`src/rtl/tdm_demux_1x4_if.sv`:
```
// TDM input stream bundle: data word, valid qualifier, slot-0 sync.
// master drives the stream, slave (the demux) consumes it.
interface tdm_demux_1x4_if #(
  parameter int n = 4
);
  logic [n-1:0] Din;
  logic         valid;
  logic         sync;

  modport master (output Din, valid, sync);
  modport slave  (input  Din, valid, sync);
endinterface

```
`src/rtl/tdm_demux_1x4.sv`:
```
// 1x4 TDM demux: rebuilds channels A..D from a slot-ordered word stream.
// Ports: clk, rst_n, bus (Din/valid/sync), A..D, S, frame_valid, sync_err, locked.
module tdm_demux_1x4 #(
  parameter int n = 4
) (
  input  logic                 clk,
  input  logic                 rst_n,
  tdm_demux_1x4_if.slave       bus,
  output logic [n-1:0]         A,
  output logic [n-1:0]         B,
  output logic [n-1:0]         C,
  output logic [n-1:0]         D,
  output logic [1:0]           S,
  output logic                 frame_valid,
  output logic                 sync_err,
  output logic                 locked
);

  typedef enum logic {
    HUNT,
    RUN
  } state_t;

  state_t       state;
  // Slot 3 never needs a shadow: it goes straight from Din to D.
  logic [n-1:0] sh [3];

  assign locked = (state == RUN);

  always_ff @(posedge clk or negedge rst_n) begin
    if (!rst_n) begin
      state       <= HUNT;
      S           <= 2'd0;
      sh[0]       <= '0;
      sh[1]       <= '0;
      sh[2]       <= '0;
      A           <= '0;
      B           <= '0;
      C           <= '0;
      D           <= '0;
      frame_valid <= 1'b0;
      sync_err    <= 1'b0;
    end else begin
      frame_valid <= 1'b0;
      sync_err    <= 1'b0;
      if (bus.valid) begin
        unique case (1'b1)
          state == HUNT: begin
            if (bus.sync) begin
              sh[0] <= bus.Din;
              S     <= 2'd1;
              state <= RUN;
            end
          end
          bus.sync && S != 2'd0: begin
            // Realign: drop the partial frame, restart at slot 0.
            sync_err <= 1'b1;
            sh[0]    <= bus.Din;
            S        <= 2'd1;
          end
          default: begin
            unique case (S)
              2'd0: sh[0] <= bus.Din;
              2'd1: sh[1] <= bus.Din;
              2'd2: sh[2] <= bus.Din;
              2'd3: begin
                A           <= sh[0];
                B           <= sh[1];
                C           <= sh[2];
                D           <= bus.Din;
                frame_valid <= 1'b1;
              end
            endcase
            S <= S + 2'd1;
          end
        endcase
      end
    end
  end

endmodule
```
`src/flat_wrapper.sv`:
```
// flat-port wrapper written by rule: the top's interface ports become plain ports
module tdm_demux_1x4_flat 
#(
  parameter int n = 4
)
  (clk, rst_n, A, B, C, D, S, frame_valid, sync_err, locked, bus_Din, bus_valid, bus_sync);
  tdm_demux_1x4_if #(.n(n)) bus_i ();
  input  logic clk;
  input  logic rst_n;
  output logic [n-1:0] A;
  output logic [n-1:0] B;
  output logic [n-1:0] C;
  output logic [n-1:0] D;
  output logic [1:0] S;
  output logic frame_valid;
  output logic sync_err;
  output logic locked;
  input wire logic [$bits(bus_i.Din)-1:0] bus_Din;
  input wire logic [$bits(bus_i.valid)-1:0] bus_valid;
  input wire logic [$bits(bus_i.sync)-1:0] bus_sync;
  assign bus_i.Din = bus_Din;
  assign bus_i.valid = bus_valid;
  assign bus_i.sync = bus_sync;
  tdm_demux_1x4 #(.n(n)) u_core (.clk(clk), .rst_n(rst_n), .bus(bus_i), .A(A), .B(B), .C(C), .D(D), .S(S), .frame_valid(frame_valid), .sync_err(sync_err), .locked(locked));
endmodule
```
`config.mk`:
```
export PLATFORM = sky130hd
export DESIGN_NAME = tdm_demux_1x4_flat
export DESIGN_NICKNAME = d
export VERILOG_FILES = /design/src/rtl/tdm_demux_1x4_if.sv /design/src/rtl/tdm_demux_1x4.sv /design/src/flat_wrapper.sv
export SDC_FILE = /design/constraint.sdc
export NUM_CORES = 1
export LEC_CHECK = 0
export CAP_MARGIN = 20
export CORE_MARGIN = 3
export CORE_UTILIZATION = 49
export DETAILED_ROUTE_END_ITERATION = 16
export PLACE_DENSITY = 0.77
export SLEW_MARGIN = 30
export SYNTH_ARGS = -nofsm -noshare
export SYNTH_HDL_FRONTEND = slang
export SYNTH_SLANG_ARGS = --single-unit
```
`constraint.sdc`:
```
create_clock -name clk -period 1.9 [get_ports clk]
set_clock_uncertainty 0.05 [all_clocks]
set_input_delay 0.19 -clock clk [delete_from_list [all_inputs] [get_ports clk]]
set_output_delay 0.19 -clock clk [all_outputs]
set_load 0.01 [all_outputs]
```
# Word-level counts from Yosys, hierarchy flattened
# Index checks and enable logic that the tools add are counted.
# W data, S select, Z words.
# classes
add_sub_neg,1
n_eq_ne,4
reduce_logical,10
muxes,14
bitwise,2
# ops
cell,n
$mux W4,3
$reduce_and A3 Y1,4
$pmux W4 S2,1
$mux W1,7
$eq A2 B2 Y1 const B,2
$mux W2,2
$pmux W2 S2,1
$ne A3 B2 Y1 const B,1
$reduce_bool A3 Y1,1
$add A2 B1 Y2 const B,1
$eq A2 B1 Y1 const B,1
$logic_not A2 Y1,1
$not A1 Y1,2
$reduce_and A2 Y1,1
$reduce_bool A2 Y1,1
$reduce_or A2 Y1,1
$logic_and A1 B1 Y1,1
# totals
elab_cells,42
output_inout_bits,21
register_bits,33

# Logic depth before layout (Yosys ltp)
# depth
depth_word,5
mapped_depth,5

# Worst setup path after synthesis
# OpenSTA, ideal clock, no wires.
# synth_path
path_kind,register -> register
from,register u_core.S[0]
to,register u_core.A[0]
stages_incl_launch_ff,6
t_arrival_ns,1.599
setup_ns,0.125
setup_slack_ns,0.126
required_ns,1.725
cell_sequence,dfrtp_1 -> inv_1 -> ha_1 -> o2111ai_4 -> buf_6 -> mux2_4
# synth_via
elab_chain_len,5
word_cells_on_any_way,6
# synth_rtl
item,line_no,source
from (decl),tdm_demux_1x4.sv:13,"output logic [1:0] S,"
from (signal assigned),tdm_demux_1x4.sv:74,S <= S + 2'd1;
$reduce_bool A2 Y1,tdm_demux_1x4.sv:55,bus.sync && S != 2'd0: begin
$logic_and A1 B1 Y1,tdm_demux_1x4.sv:55,
$reduce_or A2 Y1 (no source line),--,
$not A1 Y1 (no source line),--,
$reduce_and A3 Y1 (no source line) *,--,
to (signal assigned),tdm_demux_1x4.sv:67,A <= sh[0];
to (decl),tdm_demux_1x4.sv:9,"output logic [n-1:0] A,"
# Mark *: on every way between the ends. The rest lies on a longest branch, timed or not.
# A chain may end at the register's enable or synchronous reset.

# Worst setup path after layout
# layout_path
from,register u_core.S[0]
to,register u_core.B[1]
# layout_via
elab_chain_len,5
word_cells_on_any_way,6
# layout_rtl
item,line_no,source
$reduce_bool A2 Y1,tdm_demux_1x4.sv:55,
$logic_and A1 B1 Y1,tdm_demux_1x4.sv:55,
$reduce_or A2 Y1 (no source line),--,
$not A1 Y1 (no source line),--,
$reduce_and A3 Y1 (no source line) *,--,
to (signal assigned),tdm_demux_1x4.sv:68,B <= sh[1];
to (decl),tdm_demux_1x4.sv:10,"output logic [n-1:0] B,"
# Marks and branches as above.

==> impl_metrics.json <==
{
  "status": "completed",
  "routed_wire_length_per_instance_um": 14.5,
  "p_clk_frac": 0.154,
  "synthMuxAreaShare": 0.264,
  "drcViolationCount": 0,
  "cp-end-kind": "flop",
  "path_class": "reg2reg",
  "routed-via-count": 784,
  "yosys.area_share.xor_xnor": 0,
  "post_synth_inst_count": 83,
  "synth_nets": 95,
  "ffs_latches_synth": 33,
  "drt_pre_antenna_iters": 4,
  "postCtsHoldBufs": 0,
  "finalWorstPathRequiredPeriod_ns": 1.76,
  "placed_cell_areas_um2": 1700,
  "synth_adder_area_share": 0.0368,
  "worst_skew_pair.late_latency_ns": 0.32,
  "power.ir.vdd_worst_mv": 0.893,
  "worstHoldPathType": "in2async",
  "die_height_um": 58.7,
  "totalNegativeSetupSlack_ns": 0,
  "clock_input_transition_at_the_sequential_cells_of_the_worst_setup_and_hold_paths_ns": 0.10,
  "totalPowerFinal_uw": 2480,
  "std_cell_rows": 18,
  "io_port_bufs": 28,
  "grt_remaining_overflow": 0,
  "critPathRequiredTime_ns": 2.05,
  "critical_path.startpoint_type": "flop",
  "drtAntennaViolNets": 0,
  "placer_congestion_estimate": 0.740,
  "die-area_um2": 3440,
  "worstRegToRegCells": 5,
  "power.share.sequential": 0.460,
  "post-route-period-util": 0.926,
  "detail_route.iter0.violations": 6,
  "antenna_cells": 0,
  "fp.coreArea_um2": 2570,
  "power_switching_share": 0.272,
  "cts_inserted_buffers": 5,
  "syn-cell-area_um2": 1360,
  "routed_via_density": 5.23,
  "final_cell_count_no_fill": 150,
  "unrepaired_setup_endpoints_after_global_routing": "no",
  "power_leakage_uw": 0.000820,
  "initial_core_util": 0.530,
  "antenna_found_initial": 0,
  "final_setup_violating_endpoints": 0,
  "postCtsSetupRepairBufs": 0,
  "cell_internal_pwr_uw": 1810,
  "drt-total-wl_um": 2180,
  "global_route.usage.total": 0.149,
  "worst-slew-pin-transition_ns": 0.404,
  "hold-worst-slack_ns": 0.211,
  "syn_area_per_cell_um2": 16.4,
  "cts_htree_levels": 2,
  "fmaxAchievable_mhz": 568,
  "worst-path-max-fanout": 17,
  "design_area_um2": 1760,
  "synth.distinct_cells": 18,
  "max_transition_viols_final": 0,
  "largest_net_degree_at_the_start_of_global_routing": 34,
  "synth_simple_gate_area_share": 0.0129,
  "maxCapViolations": 0,
  "synth_top_family_by_area": "multiplexers",
  "fraction_of_final_layout_cells_with_drive_strength_greater_than_1": 0.342,
  "ctsLongestPathBuffers": 2,
  "clk_root_buffer_cell": "sky130_fd_sc_hd__clkbuf_4",
  "via_count_of_the_first_global_routing_pass": 797,
  "max-slew-margin-rel": 0.731,
  "postCtsResizedCells": 0,
  "hold_violations": 0,
  "cellPowerDensity_nw_per_um2": 1410,
  "power.share.combinational": 0.386,
  "yosys_warnings": 0,
  "seq_area_frac_synth": 0.607,
  "compound_gate_fraction_of_synth_area": 0.0561,
  "crit_arrival_ns": 1.91,
  "cts_tree": "done",
  "die_x_um": 58.7,
  "areaGrowthSynthToFinish_pct": 29.3,
  "cts_sinks": 33,
  "hpwl_um": 1630,
  "power.net_switching_uw": 676,
  "design.portCount": 29,
  "dpl_cells": 143,
  "finalNetCount": 132,
  "grt_pass1_wl_um": 3710
}
[synth_stat cells]
cell type	number	area, um^2
sky130_fd_sc_hd__dfrtp_1	33	826
sky130_fd_sc_hd__mux2_2	19	214
sky130_fd_sc_hd__mux2_4	9	135
sky130_fd_sc_hd__ha_1	4	50.1
sky130_fd_sc_hd__inv_1	3	11.3
sky130_fd_sc_hd__nand2_1	2	7.51
sky130_fd_sc_hd__o2111ai_1	2	17.5
sky130_fd_sc_hd__a21o_2	1	8.76
sky130_fd_sc_hd__a22o_1	1	8.76
sky130_fd_sc_hd__buf_6	1	11.3
sky130_fd_sc_hd__clkbuf_2	1	5.00
sky130_fd_sc_hd__inv_2	1	3.75
sky130_fd_sc_hd__mux2i_1	1	10.0
sky130_fd_sc_hd__nand2b_1	1	6.26
sky130_fd_sc_hd__nor2_1	1	3.75
sky130_fd_sc_hd__o2111ai_4	1	26.3
sky130_fd_sc_hd__o211a_1	1	10.0
sky130_fd_sc_hd__o21ai_0	1	5.00
[kinds of logic after synthesis]
kind of cell / Yosys count
compound gates: 7
fa+ha+maj: 4
buf+inv: 6
flops: 33
mux: 29
simple gates: 4
[cells in the final DEF (no fill, tap or decap)]
master and n:
sky130_fd_sc_hd__inv_2 1, sky130_fd_sc_hd__inv_1 3, sky130_fd_sc_hd__o21ai_0 1, sky130_fd_sc_hd__mux2i_1 1, sky130_fd_sc_hd__ha_1 4, sky130_fd_sc_hd__clkbuf_1 1, sky130_fd_sc_hd__clkbuf_8 1, sky130_fd_sc_hd__a22o_1 1
sky130_fd_sc_hd__o211a_1 1, sky130_fd_sc_hd__nor2_1 1, sky130_fd_sc_hd__a21o_2 1, sky130_fd_sc_hd__clkbuf_4 5, sky130_fd_sc_hd__buf_4 3, sky130_fd_sc_hd__mux2_2 19, sky130_fd_sc_hd__nand2b_1 1, sky130_fd_sc_hd__buf_12 1
sky130_fd_sc_hd__mux2_4 9, sky130_fd_sc_hd__o2111ai_4 1, sky130_fd_sc_hd__clkdlybuf4s50_1 28, sky130_fd_sc_hd__o2111ai_1 2, sky130_fd_sc_hd__dfrtp_1 33, sky130_fd_sc_hd__nand2_1 2
[metrics by stage]
stage / utilization / setup slack [ns]
after floorplan: - / 0.126
after global placement: 0.664 / 0.182
after detailed placement: 0.664 / 0.144
after CTS: 0.685 / 0.129
after global routing: 0.685 / 0.0342
final: 0.685 / 0.140
[final cells by class]
class                           instances  area [um^2]
Sequential cell                        33          826
Inverter                                4         15.0
Tap cell                               30         37.5
Fill cell                             199          808
Clock buffer                            7         55.1
Timing Repair Buffer                   32          323
Multi-Input combinational cell         44          503
[critical path: stages (launching register included)]
cell and delay, ns:
sky130_fd_sc_hd__dfrtp_1 0.41, sky130_fd_sc_hd__inv_1 0.10, sky130_fd_sc_hd__ha_1 0.30, sky130_fd_sc_hd__o2111ai_4 0.23, sky130_fd_sc_hd__buf_12 0.19, sky130_fd_sc_hd__mux2_2 0.35
[routing by layer]
metal  GRT usage  wire length (um)  vias up
met3      0.0592               117        2
met1       0.182               930      392
met2       0.241              1120       19
met4      0.0485                14        0
li1            -                 -      371
met5           0                 0        -
[path summary, 6_finish.rpt]
check                                           endpoint  slack [ns]                      from
worst max-delay path             u_core.B[1]$_DFFE_PN0P_        0.14   u_core.S[0]$_DFFE_PN0P_
worst min-delay path             u_core.D[1]$_DFFE_PN0P_        0.21                     rst_n
worst max register to register   u_core.B[1]$_DFFE_PN0P_        0.14   u_core.S[0]$_DFFE_PN0P_
worst min register to register   u_core.C[1]$_DFFE_PN0P_        0.46  u_core.sh[1]$_DFFE_PN0P_
max in group asynchronous       u_core.sh[7]$_DFFE_PN0P_        1.29                     rst_n
min in group clk                 u_core.C[1]$_DFFE_PN0P_        0.46  u_core.sh[1]$_DFFE_PN0P_
[power groups by stage]
| stage | Sequential [uW] | Clock, uW | Combinational (uW) |
|---|---|---|---|
| CTS | 1150 | 399 | 977 |
| global route | 1190 | 437 | 1020 |
| detailed placement | 1160 | 0 | 974 |
| floorplan | 1220 | 0 | 423 |
| finish | 1140 | 382 | 957 |
| global placement | 1150 | 0 | 951 |
[state kept, by name, summed over array words and instances, names as in the netlist]
| name | count |
|---|---|
| u_core.A | 4 |
| u_core.B | 4 |
| u_core.C | 4 |
| u_core.D | 4 |
| u_core.S | 2 |
| u_core.frame_valid | 1 |
| u_core.locked | 1 |
| u_core.sh | 12 |
| u_core.sync_err | 1 |
Note: power is estimated with default switching activity, not from simulation.
